--- src/rtl/text_overlay.sv ---
// rtl/text_overlay.sv - string overlay using an external 8x16 font ROM, 2-cycle pixel pipeline
module text_overlay #(
    parameter int          NCHARS       = 8,
    parameter int          CODE_W       = 7,
    parameter int          GAP          = 4,
    parameter logic [9:0]  X0           = 10'd303,
    parameter logic [9:0]  Y0           = 10'd232,
    parameter logic [2:0]  COLOR0       = 3'b111,
    parameter int          BLINK_FRAMES = 30,
    localparam int         AW           = (NCHARS > 1) ? $clog2(NCHARS) : 1
) (
    input  logic              clk,
    input  logic              rst,
    input  logic              video_on,
    input  logic [9:0]        pixel_x,
    input  logic [9:0]        pixel_y,
    input  logic              frame_tick,
    input  logic              wr_en,
    input  logic [AW-1:0]     wr_addr,
    input  logic [CODE_W:0]   wr_data,
    input  logic              cfg_load,
    input  logic [9:0]        cfg_x,
    input  logic [9:0]        cfg_y,
    input  logic [2:0]        cfg_rgb,
    output logic [CODE_W+3:0] rom_addr,
    input  logic [7:0]        rom_data,
    output logic [2:0]        rgb_text,
    output logic              video_on_d
);
    localparam int          P      = 8 + GAP;
    localparam logic [10:0] BOX_W  = 11'(NCHARS * P);
    localparam logic [3:0]  P_LAST = 4'(P - 1);
    localparam logic [AW:0] NCH    = (AW + 1)'(NCHARS);
    localparam int          FW     = (BLINK_FRAMES > 1) ? $clog2(BLINK_FRAMES) : 1;
    localparam logic [FW-1:0] F_LAST = FW'(BLINK_FRAMES - 1);

    logic [CODE_W:0] ram [NCHARS];
    logic [9:0]      org_x, org_y, sh_x, sh_y;
    logic [2:0]      color_active, sh_rgb;
    logic [FW-1:0]   frame_cnt;
    logic            blink_phase;

    logic [AW-1:0]   slot_q, cur_slot;
    logic [3:0]      col_q, cur_col;
    logic [9:0]      dy;
    logic [10:0]     x_end;
    logic            in_x, in_y, slot_ok, hidden, vis0;
    logic [CODE_W:0] entry;

    logic            vis1, von1;
    logic [2:0]      col1;

    // Slot/column follow pixel_x: restart at the box origin, otherwise advance one pixel per cycle
    always_comb begin
        cur_slot = slot_q;
        cur_col  = col_q + 4'd1;
        if (pixel_x == org_x) begin
            cur_slot = '0;
            cur_col  = '0;
        end else if (col_q == P_LAST) begin
            cur_slot = slot_q + AW'(1);
            cur_col  = '0;
        end
    end

    always_comb begin
        dy       = pixel_y - org_y;
        x_end    = {1'b0, org_x} + BOX_W;
        in_x     = (pixel_x >= org_x) && ({1'b0, pixel_x} < x_end);
        in_y     = (pixel_y >= org_y) && (dy[9:4] == 6'd0);
        slot_ok  = ({1'b0, cur_slot} < NCH);
        entry    = slot_ok ? ram[cur_slot] : '0;
        hidden   = entry[CODE_W] & blink_phase;
        rom_addr = {entry[CODE_W-1:0], dy[3:0]};
        vis0     = video_on & in_x & in_y & slot_ok & (cur_col < 4'd8) & ~hidden;
    end

    always_ff @(posedge clk) begin
        if (rst) begin
            slot_q     <= '0;
            col_q      <= '0;
            vis1       <= 1'b0;
            von1       <= 1'b0;
            col1       <= '0;
            rgb_text   <= 3'b000;
            video_on_d <= 1'b0;
        end else begin
            slot_q     <= cur_slot;
            col_q      <= cur_col;
            vis1       <= vis0;
            von1       <= video_on;
            col1       <= cur_col[2:0];
            rgb_text   <= (vis1 && rom_data[3'd7 - col1]) ? color_active : 3'b000;
            video_on_d <= von1;
        end
    end

    always_ff @(posedge clk) begin
        if (rst) begin
            for (int i = 0; i < NCHARS; i++) ram[i] <= '0;
        end else if (wr_en && ({1'b0, wr_addr} < NCH)) begin
            ram[wr_addr] <= wr_data;
        end
    end

    // Origin/color only change at frame start; a load coinciding with the tick wins over the shadow
    always_ff @(posedge clk) begin
        if (rst) begin
            sh_x         <= X0;
            sh_y         <= Y0;
            sh_rgb       <= COLOR0;
            org_x        <= X0;
            org_y        <= Y0;
            color_active <= COLOR0;
            frame_cnt    <= '0;
            blink_phase  <= 1'b0;
        end else begin
            if (cfg_load) begin
                sh_x   <= cfg_x;
                sh_y   <= cfg_y;
                sh_rgb <= cfg_rgb;
            end
            if (frame_tick) begin
                org_x        <= cfg_load ? cfg_x   : sh_x;
                org_y        <= cfg_load ? cfg_y   : sh_y;
                color_active <= cfg_load ? cfg_rgb : sh_rgb;
                if (frame_cnt == F_LAST) begin
                    frame_cnt   <= '0;
                    blink_phase <= ~blink_phase;
                end else begin
                    frame_cnt <= frame_cnt + FW'(1);
                end
            end
        end
    end
endmodule

--- config.mk ---
export PLATFORM = sky130hd
export DESIGN_NAME = text_overlay
export DESIGN_NICKNAME = d
export VERILOG_FILES = /design/src/rtl/text_overlay.sv
export SDC_FILE = /design/constraint.sdc
export NUM_CORES = 1
export LEC_CHECK = 0
export ABC_CLOCK_PERIOD_IN_PS = 2740
export CAP_MARGIN = 20
export CORE_UTILIZATION = 60
export DETAILED_ROUTE_END_ITERATION = 10
export DONT_BUFFER_PORTS = 1
export PLACE_DENSITY_LB_ADDON = 0.25
export SYNTH_ARGS = -nofsm -noshare
export SYNTH_HDL_FRONTEND = slang
export SYNTH_SLANG_ARGS = --single-unit
--- constraint.sdc ---
create_clock -name clk -period 2.74 [get_ports clk]
set_input_delay 0.274 -clock clk [delete_from_list [all_inputs] [get_ports clk]]
set_output_delay 0.274 -clock clk [all_outputs]
set_load 0.01 [all_outputs]
Word-level counts from Yosys, hierarchy flattened
Memories as Yosys holds them, arrays and structs flattened.
Index checks and enable logic that the tools add are counted.
{"block": "word_totals", "mem_count": 1, "ff_bits": 68, "elab_cells": 63, "out_inout_bits": 15, "in_bits": 68, "mem_bits_rw": 64}
{"block": "classes", "bitwise": 8, "reduce_logical": 7, "mux": 18, "eq_ne": 3, "order_cmp": 5, "addsub": 6}
{"name": "ram", "depth": 8, "word_bits": 8, "read_ports": 1, "rd_clocked_by_memory_dff": 0, "write_ports": 8, "line_no": "37", "text": "logic [CODE_W:0] ram [NCHARS];"}
{"cell": "$ge 10x10->1", "count": 2}
{"cell": "$mux 10", "count": 2}
{"cell": "$mux 3", "count": 4}
{"cell": "$add 10x7->11 const B", "count": 1}
{"cell": "$lt 10x11->1", "count": 1}
{"cell": "$eq 10x10->1", "count": 1}
{"cell": "$sub 10x10->10", "count": 1}
{"cell": "$mux 4", "count": 2}
{"cell": "$mux 8", "count": 1}
{"cell": "$reduce_or 8->1", "count": 1}
{"cell": "$mux 1", "count": 7}
{"cell": "$logic_not 6->1", "count": 1}
{"cell": "$add 5x1->5 const B", "count": 1}
{"cell": "$and 1x1->1", "count": 5}
{"cell": "$eq 5x5->1 const B", "count": 1}
{"cell": "$mux 5", "count": 1}
{"cell": "$add 4x1->4 const B", "count": 1}
{"cell": "$eq 4x4->1 const B", "count": 1}
{"cell": "$lt 3x4->1 const B", "count": 1}
{"cell": "$lt 4x4->1 const B", "count": 1}
{"cell": "$add 3x1->3 const B", "count": 1}
{"cell": "$bmux 1 s3", "count": 1}
{"cell": "$logic_and 1x1->1", "count": 3}
{"cell": "$not 1->1", "count": 3}
{"cell": "other kinds (3)", "count": 3}

Depth between registers and ports, before layout
Gate-level depths: netlist (run 1).
{"block": "depth", "word_depth": 7, "mapped_depth": 11, "mapped_depth_nobuf": 11}

Worst setup path after synthesis (run 1)
OpenSTA, ideal clock, no wires.
{"block": "synth_timing", "path_kind": "register to output", "start": "reg org_x[7]", "end": "out rom_addr[10]", "stages_incl_launch_ff": 11, "path_slack_ns": 0.336, "required_ns": 2.466, "arrival_time_ns": 2.130, "path_buffers": 2, "path_cell_list": "dfxtp_1 inv_1 ha_1 nand4_1 nor3_4 or2_1 buf_2 buf_2 nand2_1 a32o_1 a31oi_1"}
{"block": "synth_between", "elab_chain_len": 3}
{"item": "start: declaration", "line_no": "38", "text": "logic [9:0] org_x, org_y, sh_x, sh_y;"}
{"item": "start signal: assignment", "line_no": "124", "text": "org_x <= cfg_load ? cfg_x : sh_x;"}
{"item": "$eq 10x10->1", "line_no": "57", "text": "if (pixel_x == org_x) begin"}
{"item": "$mux 3", "line_no": "57"}
{"item": "$mem_v2 8x8"}
{"item": "end: declaration", "line_no": "25", "text": "output logic [CODE_W+3:0] rom_addr,"}
Every way passes these cells.

Worst setup path after layout (run 1)
{"block": "layout_timing", "start": "reg org_x[8]", "end": "out rom_addr[10]"}
Same word-level chain as after synthesis.

==> results.md, run 1 <==
* Simple-gate portion of the synthesized area at 0.205
* Number of global-route vias before repair at 5,141
* Final instance area at 8120 sq um
* GPL Wtd Cong at 0.897
* EDFF count, synth at 64
* Share of layout cells above drive strength 1 at 0.232
* Status: complete, but fails checks
* Drt pass-1 iters at 5
* Min Tclk post-route at 3080 ps
* Row count at 37
* First-pass GRT wire length at 25.0 mm
* Multiplexer area fraction after synthesis at 0.0616
* Worst Path Class, Setup: flop to output port
* Number of CTS-inserted buffers at 17
* Post-DR wirelength/cell at 19.6 um
* Die Y at 105 um
* Mean area per synthesized cell at 10.8 sq um
* Actual slew at the worst max-slew pin at 617 ps
* Root Driver: clkbuf_8
* H-Tree Depth at 4
* VDD IR max at 0.372 mV
* Max-cap check violation count at 0
* HP Class: input pin to flop
* Largest area contributor in the netlist: edfxtp_1
* Arr. time, crit path at 2800 ps
* Die ar. at 11,000 sq um
* Sink Count at 129
* FFs w/ async S/R, synth at 0
* Net count after synthesis at 687
* Crit path launch type: flop
* Initial core utilization at 0.617
* Slew margin rel. at 0.588
* Total GRT Usage at 0.303
* Fin util at 0.790
* Yosys top cell area share at 0.303
* Routed WL at 16.1 mm
* Synth top cells by count: and2_1, dfxtp_1, edfxtp_1, nor2_1, mux2i_1
* Final Power at 5.07 mW
* Port-buffer cells at 0
* Synth Area in XOR/XNOR at 0.0205
* Core Area at 10,300 sq um
* # diodes at 0
* Largest net degree at the start of global routing at 58
* DP Area at 6590 sq um
* Clk Latency, worst-skew pair at 520 ps
* Nets at 771
* Sequential area share after synthesis at 0.509
* Die Wd at 105 um
* Synth warn at 0
* Non-filler cells, final at 821
* Syn Inst Count at 588
* Hold WS at 9.07 ps
* DP HPWL at 9.61 mm
* Largest family of logic cells by synthesized area: simple AND/OR/NAND/NOR gates
* Layout area overhead at 28.2%
* Critical Path RT at 2470 ps
* Synth Flop Type: dfxtp_1
* Setup TNS at -2170 ps
* Antenna Violating Nets Remaining at 0
* Footprint of the multi-input gates at 3120 sq um
* Post-Place Worst Slack at -53.0 ps
* Tcrit/Tclk final at 1.12
* FF+latch count, synth at 129
* Worst Clk Skew at 7.74 ps
* CP max FO at 4
* Crit end category: output port
* Final Hold Viols at 0
* TritonCTS clock tree: yes
* RSZ-0062 raised after global routing: true
* Register area at 3240 sq um
* Fmax at 325 MHz
* CTS clk-pin slew, worst paths at 60 ps
* Cells after DPL at 724
* Clock buffer depth at 2
* Cell Pwr Density at 624 nW/um^2
* Vias per cell at 5.93
* Cell with the most instances after synthesis: and2_1
* Setup ws final at -338 ps
* Adder-Cell Fraction of Synth Area at 0.0624
* GR Overflow Total at 0
* Failing checks: negative setup slack
* I/O pins at 83
* DRT iter0 DRCs at 236
* Final slew viol count at 0
* Compound-Gate Fraction of Synth Area at 0.108
* Post-Syn Area at 6340 sq um
* # fillers at 631
* Final setup vio count at 7
* Total leakage power at 3.27 nW
* Initial antenna violation count at 0
* Synth area leaders: edfxtp_1, dfxtp_1, and2_1
* DR DRC count at 0
* Via count at 4,866
* Synth unique cells at 59
report_power, final:
group	switching, mW	internal (mW)
sequential	0.0480	2.14
clock	0.808	1.51
combinational	0.292	0.275
total	1.15	3.92
state kept, by name, indices dropped and copies added, names as in the netlist:
register,flops
rgb_text,3
col_q,4
sh_y,10
org_x,10
von1,1
color_active,3
ram,64
sh_x,10
frame_cnt,5
blink_phase,1
video_on_d,1
slot_q,3
sh_rgb,3
vis1,1
org_y,10
cell families (layout without fill, tap and decap cells):
group	after synthesis	in the layout
and+or+nand+nor	231	232
DFF	129	129
AOI/OAI and AO/OA	95	95
buffers and inverters	52	148
muxes	36	36
adders and majority gates	31	31
xor gates and xnor gates	14	14
worst paths after layout:
path	start	endpoint	slack, ps	cells after the start
min reg2reg	color_active[2]$_SDFFE_PP1P_	rgb_text[2]$_SDFF_PP0_	470	1
max reg2reg	org_x[5]$_SDFFE_PP1P_	vis1$_SDFF_PP0_	170	10
max	org_x[8]$_SDFFE_PP1P_	rom_addr[10]	-340	11
min	frame_tick	color_active[1]$_SDFFE_PP1P_	9	2
routing by layer:
layer / vias up / track usage / part of all wire
met2: 193 / 0.543 / 0.53
met1: 2344 / 0.324 / 0.38
met3: 49 / 0.0699 / 0.055
li1: 2280 / - / -
met5: - / 0 / 0
met4: 0 / 0.179 / 0.041
final cells by class:
class | count | area share
Sequential cell | 129 | 0.399
Multi-Input combinational cell | 408 | 0.384
Timing Repair Buffer | 89 | 0.107
Clock buffer | 25 | 0.0653
Tap cell | 136 | 0.0210
Inverter | 27 | 0.0128
Clock inverter | 7 | 0.0112
worst max-delay path: stages (launching register included):
cell and delay [ps]:
dfxtp_2 350, inv_4 50, ha_4 260, nand4_1 210, nor3_4 350, nor2_4 70
buf_12 140, buf_12 120, mux2i_1 110, a32o_1 250, a31oi_1 190, buf_4 150
what timing repair did:
action | 4_1_cts | 5_1_grt
cloned | 2 | 0
hold buffers | 42 | 0
endpoints found under the setup margin | 7 | 7
resized for setup | 45 | 12
endpoints found under the hold margin | 127 | 0
pin swaps | 7 | 2
setup buffers | 17 | 4
layout by cell type (no fill, tap or decap), types with 16 or more instances in the layout:
master,instances
o221ai_1,17
nand2_1,27
inv_1,21
buf_4,39
or2_2,22
dfxtp_1,55
ha_1,20
edfxtp_1,64
a21oi_1,25
nand2b_1,16
nor2_1,46
and2_1,68
clkbuf_16,18
dlygate4sd3_1,39
mux2i_1,31
Note: power is estimated with default switching activity, not from simulation.
==> run 2: changes to the inputs <==
--- a/config.mk
+++ b/config.mk
@@ -10,7 +10,7 @@
 export CORE_UTILIZATION = 60
 export DETAILED_ROUTE_END_ITERATION = 10
 export DONT_BUFFER_PORTS = 1
-export PLACE_DENSITY_LB_ADDON = 0.25
+export PLACE_DENSITY = 0.84
 export SYNTH_ARGS = -nofsm -noshare
 export SYNTH_HDL_FRONTEND = slang
 export SYNTH_SLANG_ARGS = --single-unit
==> run 2 against run 1 <==
Net effect:
- the flow still finishes with violations (negative setup slack)
- fmax rose by 3.0%
- setup slack better by 89 ps
- clock power is 3% lower
- core utilization is 0.16 points lower
- non-clock buffer count stayed put
- design area down 0.20%
- die area is the same
- sequential cell count did not move
- combinational power rose by 2%
- sequential share of layout area up 0.064 points
- clock-buffer cell count shrank 3
- critical path depth did not move
- critical endpoint unchanged
- largest cell class unchanged
==> results.md, run 2 (synthesis gave the netlist of run 1 again) <==
* Status: complete, but fails checks (unchanged)
* Failing checks: negative setup slack (unchanged)
* Hold WS at 55.8 ps (was 9.07 ps)
* Worst Path Class, Setup: flop to output port (unchanged)
* Final slew viol count at 0 (unchanged)
* Worst Clk Skew at 7.24 ps (was 7.74 ps)
* VDD IR max at 0.437 mV (was 0.372 mV)
* GR Overflow Total at 0 (unchanged)
* Initial antenna violation count at 0 (unchanged)
* Final Hold Viols at 0 (unchanged)
* Total leakage power at 3.27 nW (about the same)
* # diodes at 0 (unchanged)
* Crit end category: output port (unchanged)
* Nets at 771 (unchanged)
* Core Area at 10,300 sq um (unchanged)
* DR DRC count at 0 (unchanged)
* Layout area overhead at 27.9% (was 28.2%)
* I/O pins at 83 (unchanged)
* Final setup vio count at 7 (unchanged)
* Critical Path RT at 2470 ps (about the same)
* Clock buffer depth at 2 (unchanged)
* DP HPWL at 9.65 mm (was 9.61 mm)
* Die Y at 105 um (unchanged)
* DRT iter0 DRCs at 268 (was 236)
* Cell Pwr Density at 620 nW/um^2 (was 624 nW/um^2)
* Largest net degree at the start of global routing at 58 (unchanged)
* Antenna Violating Nets Remaining at 0 (unchanged)
* Clk Latency, worst-skew pair at 520 ps (about the same)
* Footprint of the multi-input gates at 3110 sq um (was 3120 sq um)
* Routed WL at 16.7 mm (was 16.1 mm)
* Root Driver: clkbuf_8 (unchanged)
* Tcrit/Tclk final at 1.09 (was 1.12)
* Initial core utilization at 0.617 (unchanged)
* Setup ws final at -249 ps (was -338 ps)
* CP max FO at 6 (was 4)
* RSZ-0062 raised after global routing: true (unchanged)
* Crit path launch type: flop (unchanged)
* HP Class: input pin to flop (unchanged)
* Total GRT Usage at 0.313 (was 0.303)
* Via count at 4,995 (was 4,866)
* Min Tclk post-route at 2990 ps (was 3080 ps)
* Largest register FFs at 64 (unchanged)
* First-pass GRT wire length at 26.1 mm (was 25.0 mm)
* Fmax at 335 MHz (was 325 MHz)
* Register area at 3240 sq um (about the same)
* Port-buffer cells at 0 (unchanged)
* Biggest register: ram (unchanged)
* Sink Count at 129 (unchanged)
* Post-DR wirelength/cell at 20.3 um (was 19.6 um)
* Most common cell after layout, fill and taps aside: and2_1 (unchanged)
* Row count at 37 (unchanged)
* Die ar. at 11,000 sq um (unchanged)
* Number of CTS-inserted buffers at 17 (unchanged)
* TritonCTS clock tree: yes (unchanged)
* Most frequent cells in the layout: and2_1, edfxtp_1, dfxtp_1, nor2_1, dlygate4sd3_1 (was and2_1, edfxtp_1, dfxtp_1, nor2_1)
* Final Power at 5.02 mW (was 5.07 mW)
* Share of layout cells above drive strength 1 at 0.226 (was 0.232)
* Max-cap check violation count at 0 (unchanged)
* Slew margin rel. at 0.251 (was 0.588)
* Met2 routed WL at 8.68 mm (was 8.51 mm)
* Routed metal-1 wirelength at 6.00 mm (was 6.06 mm)
* H-Tree Depth at 4 (unchanged)
* Vias per cell at 6.08 (was 5.93)
* Arr. time, crit path at 2710 ps (was 2800 ps)
* Met3 WL at 1.11 mm (was 888 um)
* Number of global-route vias before repair at 5,426 (was 5,141)
* CTS clk-pin slew, worst paths at 60 ps (about the same)
* Drt pass-1 iters at 7 (was 5)
* GPL Wtd Cong at 0.952 (was 0.897)
* Top sig layer: met4 (unchanged)
* Die Wd at 105 um (unchanged)
* # fillers at 571 (was 631)
* Actual slew at the worst max-slew pin at 1120 ps (was 617 ps)
run 2: changes by cell type in the layout (fill, tap and decap cells not counted), moves of 3 or more:
cell           delta
buf_4             -4
clkinv_4          +4
dlygate4sd3_1     +4
a31oi_2           -3
clkbuf_8          -3
run 2: power by group:
| group | switching (mW) | internal [mW] | total [mW] |
|---|---|---|---|
| sequential | 0.0486 | 2.14 | 2.18 |
| clock | 0.867 | 1.39 | 2.26 |
| combinational | 0.301 | 0.276 | 0.577 |
run 2: area by class of cell:
class,instances,share of cell area
inverters,27,0.0128
repair buffers,89,0.108
multi-input cells,408,0.384
clock inverters,10,0.0119
well taps,136,0.0210
flip-flops and latches,129,0.399
clock buffers,22,0.0625
run 2: what timing repair did:
action / in CTS / in global routing
endpoints found under the setup margin: 8 / 8
endpoints found under the hold margin: 127 / 0
pin swaps: 14 / 10
buffers inserted: 16 / 1
gates resized for setup: 46 / 13
hold buffers: 45 / 0
cloned: 3 / 0
run 2: path summary, 6_finish.rpt:
| path | from | endpoint | slack [ps] | cells past startpoint |
|---|---|---|---|---|
| min | cfg_load | org_y[0]$_SDFFE_PP0P_ | 60 | 2 |
| max | org_x[8]$_SDFFE_PP1P_ | rom_addr[10] | -250 | 11 |
| max reg2reg | org_x[5]$_SDFFE_PP1P_ | vis1$_SDFF_PP0_ | 130 | 11 |
| min reg2reg | von1$_SDFF_PP0_ | video_on_d$_SDFF_PP0_ | 460 | 1 |
run 2: per-stage QoR:
step / cell area [sq um] / cells / setup slack [ps] / TNS [ps] / utilization
2_1_floorplan: 6340 / 588 / 336 / 0 / -
4_1_cts: 8070 / 821 / -198 / -1300 / 0.785
3_3_place_gp: 6600 / 725 / 106 / 0 / 0.642
5_1_grt: 8110 / 821 / -323 / -2150 / 0.789
6_report: 8110 / 821 / -249 / -1590 / 0.789
3_5_place_dp: 6600 / 725 / -107 / -207 / 0.642
run 2: layer usage:
metal | global-route usage | up-vias
met1 | 0.327 | 2391
met5 | 0 | -
met4 | 0.211 | 0
li1 | - | 2294
met3 | 0.0792 | 70
met2 | 0.553 | 240
run 2: critical path, cell delays in order, from the launching register on:
cell and delay (ps):
dfxtp_2 350, inv_4 40, ha_4 260, nand4_1 230
nor3_4 230, buf_12 140, nor2_4 70, buf_12 160
mux2i_1 120, a32o_2 260, a31oi_1 180, buf_4 150
==> run 3: changes to the inputs <==
--- a/config.mk
+++ b/config.mk
@@ -7,10 +7,10 @@
 export LEC_CHECK = 0
 export ABC_CLOCK_PERIOD_IN_PS = 2740
 export CAP_MARGIN = 20
-export CORE_UTILIZATION = 60
+export CORE_ASPECT_RATIO = 1.1
+export CORE_UTILIZATION = 55
 export DETAILED_ROUTE_END_ITERATION = 10
-export DONT_BUFFER_PORTS = 1
-export PLACE_DENSITY = 0.84
+export PLACE_DENSITY = 0.88
 export SYNTH_ARGS = -nofsm -noshare
 export SYNTH_HDL_FRONTEND = slang
 export SYNTH_SLANG_ARGS = --single-unit
==> run 3 against run 2 <==
Net effect:
- combinational power rose by 19%
- via count up 3.1%
- non-clock buffer count up 60
- worst hold slack better by 200 ps
- clock skew down 1.9 ps
- sequential power barely moved
- wire length rose by 4.2%
- die area increased by 8.9%
- register-to-register slack got worse by 210 ps
- largest power group unchanged
- setup slack improved by 130 ps
- the flow still finishes with violations (negative setup slack)
- design area grew 5.6%
==> results.md, run 3 (synthesis gave the netlist of run 1 again) <==
* Status: complete, but fails checks (unchanged)
* Failing checks: negative setup slack (unchanged)
* Antenna Violating Nets Remaining at 0 (unchanged)
* Die Wd at 104 um (was 105 um)
* Worst Path Class, Setup: input pin to output port (was flop to output port)
* DRT iter0 DRCs at 362 (was 268)
* CP max FO at 8 (was 6)
* GPL Wtd Cong at 0.924 (was 0.952)
* Max-cap check violation count at 0 (unchanged)
* Crit end category: output port (unchanged)
* Biggest register: ram (unchanged)
* Seq pwr share at 0.426 (was 0.435)
* Final Hold Viols at 0 (unchanged)
* Initial core utilization at 0.573 (was 0.617)
* VDD IR max at 0.407 mV (was 0.437 mV)
* Nets at 831 (was 771)
* Clock buffer depth at 2 (unchanged)
* Die ar. at 12,000 sq um (was 11,000 sq um)
* Clk Latency, worst-skew pair at 410 ps (was 520 ps)
* TritonCTS clock tree: yes (unchanged)
* Critical Path RT at 2470 ps (about the same)
* Via count at 5,152 (was 4,995)
* Share of layout cells above drive strength 1 at 0.244 (was 0.226)
* Largest register FFs at 64 (unchanged)
* I/O pins at 83 (unchanged)
* Setup ws final at -122 ps (was -249 ps)
* Most frequent cells in the layout: clkdlybuf4s50_1, and2_1, edfxtp_1, buf_4, dfxtp_1 (was and2_1, edfxtp_1, dfxtp_1, nor2_1, dlygate4sd3_1)
* Slew margin rel. at 0.626 (was 0.251)
* Core Area at 11,100 sq um (was 10,300 sq um)
* Layout area overhead at 35.1% (was 27.9%)
* Fin util at 0.774 (was 0.789)
* Sink Count at 129 (unchanged)
* Combinational Power Share at 0.134 (was 0.115)
* Final setup vio count at 8 (was 7)
* DP HPWL at 10.9 mm (was 9.65 mm)
* Worst reg2reg setup slack at -80 ps (was 130 ps)
* Final instance area at 8560 sq um (was 8110 sq um)
* Cell Int Power at 3.91 mW (was 3.81 mW)
* DP Area at 7580 sq um (was 6600 sq um)
* Post-DR wirelength/cell at 19.5 um (was 20.3 um)
* # diodes at 0 (unchanged)
* CTS clk-pin slew, worst paths at 50 ps (was 60 ps)
* Initial antenna violation count at 0 (unchanged)
* Switching share of power at 0.237 (was 0.242)
* Number of global-route vias before repair at 5,408 (was 5,426)
* Routed WL at 17.4 mm (was 16.7 mm)
* Number of CTS-inserted buffers at 17 (unchanged)
* Vias per cell at 5.78 (was 6.08)
* Die Y at 115 um (was 105 um)
* Tcrit/Tclk final at 1.04 (was 1.09)
* Most common cell after layout, fill and taps aside: clkdlybuf4s50_1 (was and2_1)
* Worst Clk Skew at 5.32 ps (was 7.24 ps)
* Fmax at 349 MHz (was 335 MHz)
* Drt pass-1 iters at 5 (was 7)
* Final slew viol count at 0 (unchanged)
* # fillers at 640 (was 571)
* Min Tclk post-route at 2860 ps (was 2990 ps)
* Hold buffer count at cts at 0 (was 45)
* Actual slew at the worst max-slew pin at 560 ps (was 1120 ps)
* Crit path launch type: input pin (was flop)
* Row count at 40 (was 37)
* Arr. time, crit path at 2590 ps (was 2710 ps)
* Root Driver: clkbuf_16 (was clkbuf_8)
* Clock power share at 0.439 (was 0.450)
* GR Overflow Total at 0 (unchanged)
* Sw Pwr at 1.21 mW (was 1.22 mW)
* Cells after DPL at 837 (was 725)
* DR DRC count at 0 (unchanged)
* H-Tree Depth at 4 (unchanged)
* RSZ-0062 raised after global routing: true (unchanged)
* Largest net degree at the start of global routing at 55 (was 58)
* Cell Pwr Density at 599 nW/um^2 (was 620 nW/um^2)
* Non-filler cells, final at 892 (was 821)
* HP Class: input pin to flop (unchanged)
* Total GRT Usage at 0.293 (was 0.313)
* Port-buffer cells at 82 (was 0)
* Total leakage power at 3.45 nW (was 3.27 nW)
* First-pass GRT wire length at 26.5 mm (was 26.1 mm)
[run 3: area by class of cell]
type / instances / area (sq um) / share of cell area
Multi-Input combinational cell: 408 / 3110 / 0.364
Timing Repair Buffer: 149 / 1330 / 0.156
Clock inverter: 14 / 165 / 0.0193
Inverter: 27 / 101 / 0.0118
Clock buffer: 18 / 429 / 0.0501
Sequential cell: 129 / 3240 / 0.378
Tap cell: 147 / 184 / 0.0215
[run 3: what timing repair did]
action	in CTS	in global routing
endpoints found under the setup margin	7	8
resized for setup	65	11
gates cloned	1	1
setup buffers	16	5
pin swaps	7	9
[run 3: power groups by stage]
stage	clock (mW)	combinational [mW]	sequential, mW
after floorplan	0	0.332	2.21
after global placement	0	0.572	2.21
after detailed placement	0	0.599	2.22
after CTS	2.26	0.638	2.18
after global routing	2.36	0.741	2.19
final	2.25	0.689	2.18
[run 3: layer usage]
layer / vias to the layer above / global-route usage / wire, um
met2: 237 / 0.551 / 9360
met5: - / 0 / 0
met4: 0 / 0.156 / 632
met3: 51 / 0.0666 / 1050
met1: 2471 / 0.302 / 6330
li1: 2393 / - / -
[run 3: stage by stage]
stage	hold slack, ps	setup slack (ps)	power [mW]	setup TNS (ps)
6_report	259	-122	5.12	-710
5_1_grt	278	-188	5.30	-1370
4_1_cts	246	-50.4	5.09	-248
3_5_place_dp	429	-688	2.82	-4740
3_3_place_gp	421	-551	2.78	-3750
2_1_floorplan	414	336	2.54	0
[run 3: final timing paths]
path / to / cells after the start / startpoint
hold / removal: frame_cnt[1]$_SDFFE_PP0P_ / 2 / frame_tick
setup reg to reg: vis1$_SDFF_PP0_ / 17 / org_x[2]$_SDFFE_PP1P_
hold reg to reg: rgb_text[1]$_SDFF_PP0_ / 1 / color_active[1]$_SDFFE_PP1P_
setup / recovery: rom_addr[7] / 12 / pixel_x[0]
[run 3: worst max-delay path: stages]
cell and delay [ps]:
clkdlybuf4s50_1 460, inv_1 50, ha_1 350, nand2_2 100
nor3_4 290, buf_6 150, nor2_4 40, buf_12 150
mux2i_1 130, a32o_2 250, a31oi_2 180, buf_2 160
==> patch 1 (flow settings as in run 2) <==
`NCHARS`: 8 -> 16.
--- a/src/rtl/text_overlay.sv
+++ b/src/rtl/text_overlay.sv
@@ -1,5 +1,5 @@
 // rtl/text_overlay.sv - string overlay using an external 8x16 font ROM, 2-cycle pixel pipeline
 module text_overlay #(
-    parameter int          NCHARS       = 8,
+    parameter int          NCHARS       = 16,
     parameter int          CODE_W       = 7,
     parameter int          GAP          = 4,
Interface: changed (resized wr_addr); port bits go from 83 to 84. The function was not compared with the original's and may differ.
==> patch 1 against run 2 <==
The run still ends with setup timing left. Sequential cell count rose by 65. Wire length rose by 42%. Sequential power rose by 54%. Sequential share of layout area rose by 7.7 points. Final area rose by 34%. Setup slack got worse by 120 ps. Critical endpoint unchanged. Synthesized area rose by 47%. Register-to-register slack got worse by 100 ps. Synthesized cell count rose by 43%. Total power rose by 26%. Critical path type unchanged.
==> patch 1: results (changes against run 2) <==
| Metric | Value |
|---|---|
| Outcome | `complete, but fails checks (unchanged)` |
| Failing checks | `setup timing (unchanged)` |
| FILL cells | `977 (was 571)` |
| Synth area leaders | `edfxtp_1 41%, dfxtp_1 14%, and2_1 8.9%, ha_1 3.9%, mux2i_1 3.6% (was edfxtp_1 30%, dfxtp_1 21%, and2_1 6.7%, ha_1 5.9%, mux2i_1 5.1%)` |
| Placed cell area | `9620 sq um (was 6600 sq um)` |
| First-pass GRT wire length | `35.8 mm (was 26.1 mm)` |
| Via density per instance | `6.20 (was 6.08)` |
| HPWL Detailed | `15.2 mm (was 9.65 mm)` |
| WP data arrival | `2840 ps (was 2710 ps)` |
| Clk_lat worst skew | `440 ps (was 520 ps)` |
| Hold WS | `8.16 ps (was 55.8 ps)` |
| Syn Inst Count | `839 (was 588)` |
| Tightest Pin Transition | `599 ps (was 1120 ps)` |
| Drt wl/cell | `22.1 microns (was 20.3 microns)` |
| Worst slack at placement | `-442 ps (was -107 ps)` |
| CTS root buffer | `clkbuf_16 (was clkbuf_8)` |
| Setup violators final | `7 (unchanged)` |
| EDFF count, synth | `128 (was 64)` |
| Inst Count DP | `1017 (was 725)` |
| Register-to-register setup slack | `30 ps (was 130 ps)` |
| Synth cell count leaders | `132 x and2_1, 128 x edfxtp_1, 68 x nor2_1 (was 68 x and2_1, 65 x dfxtp_1, 64 x edfxtp_1)` |
| Initial DRC Count | `730 (was 268)` |
| Crit-path slowest cell | `or4_4 (was dfxtp_2)` |
| PnR worst setup slack | `-370 ps (was -249 ps)` |
| Peak VDD IR | `0.463 mV (was 0.437 mV)` |
[patch 1: cell count changes in the layout (fill, tap and decap cells not counted), sizes merged, moves of 6 or more]
| cell | run 2 | this run |
|---|---|---|
| or2 | 23 | 30 |
| inv | 28 | 35 |
| a31oi | 8 | 2 |
| nor2 | 49 | 70 |
| o221ai | 17 | 1 |
| o22ai | 1 | 32 |
| nand2 | 28 | 63 |
| or4 | 1 | 8 |
| a311oi | 0 | 24 |
| and2 | 68 | 133 |
| edfxtp | 64 | 128 |
| dlygate4sd3 | 43 | 7 |
| a32o | 8 | 0 |
[patch 1: how the worst min path moves through the flow]
stage | start | end
after floorplan | rst | von1
after global placement | rst | slot_q[3]
after detailed placement | rst | video_on_d
after CTS | cfg_y[3] | sh_y[3]
after global routing | cfg_x[3] | sh_x[3]
final | cfg_x[8] | sh_x[8]
[patch 1: worst reg2reg max path: stages, from the launching register on]
cell and delay, ps:
dfxtp_2 340, inv_2 50, ha_1 280, nand4_1 170, nor3_2 60, buf_4 140, buf_8 120, a211oi_4 310
buf_12 250, o22ai_1 160, o311ai_1 280, a21oi_1 100, a2111oi_2 350
[patch 1: power groups by stage]
stage	logic (mW)	clock network, mW	registers [mW]
final	0.550	2.42	3.35
after global routing	0.593	2.54	3.36
after CTS	0.532	2.43	3.35
after detailed placement	0.460	0	3.40
after global placement	0.437	0	3.39
after floorplan	0.377	0	3.38
[patch 1: metal layers]
layer | up-vias | global-route usage [%] | routed length (microns)
met2 | 336 | 50.8 | 11600
met4 | 0 | 15.4 | 980
met5 | - | 0 | 0
li1 | 3047 | - | -
met3 | 73 | 5.15 | 1870
met1 | 3167 | 37.7 | 9140
[patch 1: logic make-up (layout without fill, tap and decap cells)]
family,count (synthesis),in the layout,synth area share (%)
flops,194,194,55.6
buf+inv,70,110,3.22
mux,39,39,4.57
compound gates,128,128,9.65
fa+ha+maj,30,30,4.12
simple gates,364,365,21.3
xor+xnor,14,14,1.52
[patch 1: cell type report]
| type | instances | area [sq um] | area share [%] |
|---|---|---|---|
| Multi-Input combinational cell | 576 | 4280 | 39.4 |
| Inverter | 29 | 109 | 1.00 |
| Sequential cell | 194 | 5170 | 47.6 |
| Tap cell | 188 | 235 | 2.17 |
| Timing Repair Buffer | 49 | 500 | 4.61 |
| Clock buffer | 19 | 443 | 4.08 |
| Clock inverter | 13 | 125 | 1.15 |
[patch 1: what timing repair did]
| action | 4_1_cts | 5_1_grt |
|---|---|---|
| endpoints found under the hold margin | 57 | 0 |
| gates cloned | 2 | 1 |
| gates resized for setup | 74 | 17 |
| buffers inserted | 4 | 4 |
| setup endpoints to repair | 7 | 8 |
| pin swaps | 8 | 5 |
| hold buffers | 8 | 0 |
==> patch 2 (settings of run 2) <==
Without the edit above. Make the reset (`rst`) asynchronous in 3 clocked blocks.
--- a/src/rtl/text_overlay.sv
+++ b/src/rtl/text_overlay.sv
@@ -76,5 +76,5 @@
     end
 
-    always_ff @(posedge clk) begin
+    always_ff @(posedge clk or posedge rst) begin
         if (rst) begin
             slot_q     <= '0;
@@ -96,5 +96,5 @@
     end
 
-    always_ff @(posedge clk) begin
+    always_ff @(posedge clk or posedge rst) begin
         if (rst) begin
             for (int i = 0; i < NCHARS; i++) ram[i] <= '0;
@@ -105,5 +105,5 @@
 
     // Origin/color only change at frame start; a load coinciding with the tick wins over the shadow
-    always_ff @(posedge clk) begin
+    always_ff @(posedge clk or posedge rst) begin
         if (rst) begin
             sh_x         <= X0;
Function: differs if rst is asserted again (counterexample within 4 cycles, from zero or initial values and one cycle with rst high); with rst held inactive, the same outputs for 10 cycles.
==> patch 2 against run 2 <==
The run still ends with setup timing left. Final area up 2.3%. Core utilization up 0.061 points. Sequential cell count unchanged. Critical path depth down 1. Wire length up 7.9%. Synthesized area up 4.3%. Setup slack worse by 280 ps. Via count up 2.9%. Critical path type unchanged. Critical endpoint unchanged.
Power is not compared: it rests on default switching activity, and its combinational part moved more than twofold at a synthesized area within 25%.
==> patch 2: results (changes against run 2) <==
| Metric | Value |
|---|---|
| Outcome | `complete, but fails checks (unchanged)` |
| CP max stage delay | `560 ps (was 350 ps)` |
| PnR worst setup slack | `-530 ps (was -249 ps)` |
| Crit-path slowest cell | `dfstp_2 (was dfxtp_2)` |
| Register-to-register setup slack | `-190 ps (was 130 ps)` |
| GPL Wtd Cong | `0.960 (was 0.952)` |
| Register area share after synthesis | `49.3% (was 50.9%)` |
| R2R Path End | `vis1 (unchanged)` |
| DR WL met2 | `8.94 mm (was 8.68 mm)` |
| Setup violators final | `8 (was 7)` |
| Hold path depth | `3 (was 2)` |
| Share of layout cells above drive strength 1 | `34.8% (was 22.6%)` |
| Hold EP | `org_x[6] (was org_y[0])` |
| Met3 Usage GRT | `8.57% (was 7.92%)` |
| GRT Util Overall | `31.5% (was 31.3%)` |
| Post_cts resized | `18 (was 46)` |
| Compound-Gate Fraction of Synth Area | `9.41% (was 10.8%)` |
| Routed WL | `18.0 mm (was 16.7 mm)` |
| Tightest Pin Transition | `771 ps (was 1120 ps)` |
| Clk_lat worst skew | `540 ps (was 520 ps)` |
| Synth cell count leaders | `103 x dfrtp_1, 96 x mux2_2, 60 x nand2_1 (was 68 x and2_1, 65 x dfxtp_1, 64 x edfxtp_1)` |
| Post-layout nets | `747 (was 771)` |
| Failing checks | `setup timing (unchanged)` |
| Synth area leaders | `dfrtp_1 39%, mux2_2 16%, dfstp_2 10%, ha_1 5.7%, nand2_1 3.4% (was edfxtp_1 30%, dfxtp_1 21%, and2_1 6.7%, ha_1 5.9%, mux2i_1 5.1%)` |
| Met3 wire length | `1.34 mm (was 1.11 mm)` |
[patch 2: cell count changes after synthesis, sizes merged, moves of 12 or more]
cell / delta
dfstp: +26
and2: -65
nand2: +32
o21ai: +17
dfxtp: -65
or2: -20
dfrtp: +103
nor2: -43
mux2: +95
edfxtp: -64
o221ai: -16
mux2i: -12
nand3: +12
[patch 2: worst max-delay path by stage]
stage | slack (ps) | endpoint | from | cells past startpoint
global placement | 70 | vis1 | org_y[6] | 8
floorplan | 8 | rom_addr[10] | org_x[8] | 12
detailed placement | 6 | vis1 | org_y[6] | 8
CTS | -340 | rom_addr[8] | org_x[8] | 10
global route | -690 | rom_addr[10] | org_x[9] | 10
finish | -530 | rom_addr[10] | org_x[8] | 10
[patch 2: tightest hold or removal path: stages]
cell	delay, ps
mux2_2	140
nand2_1	50
o21ai_0	60
[patch 2: layout make-up]
type	count	area share, %
clock inverter	10	1.03
sequential	129	39.3
clock buffer	22	5.70
tap	136	2.05
inverter	30	1.51
timing repair buffer	86	10.4
multi-input combinational	384	40.0
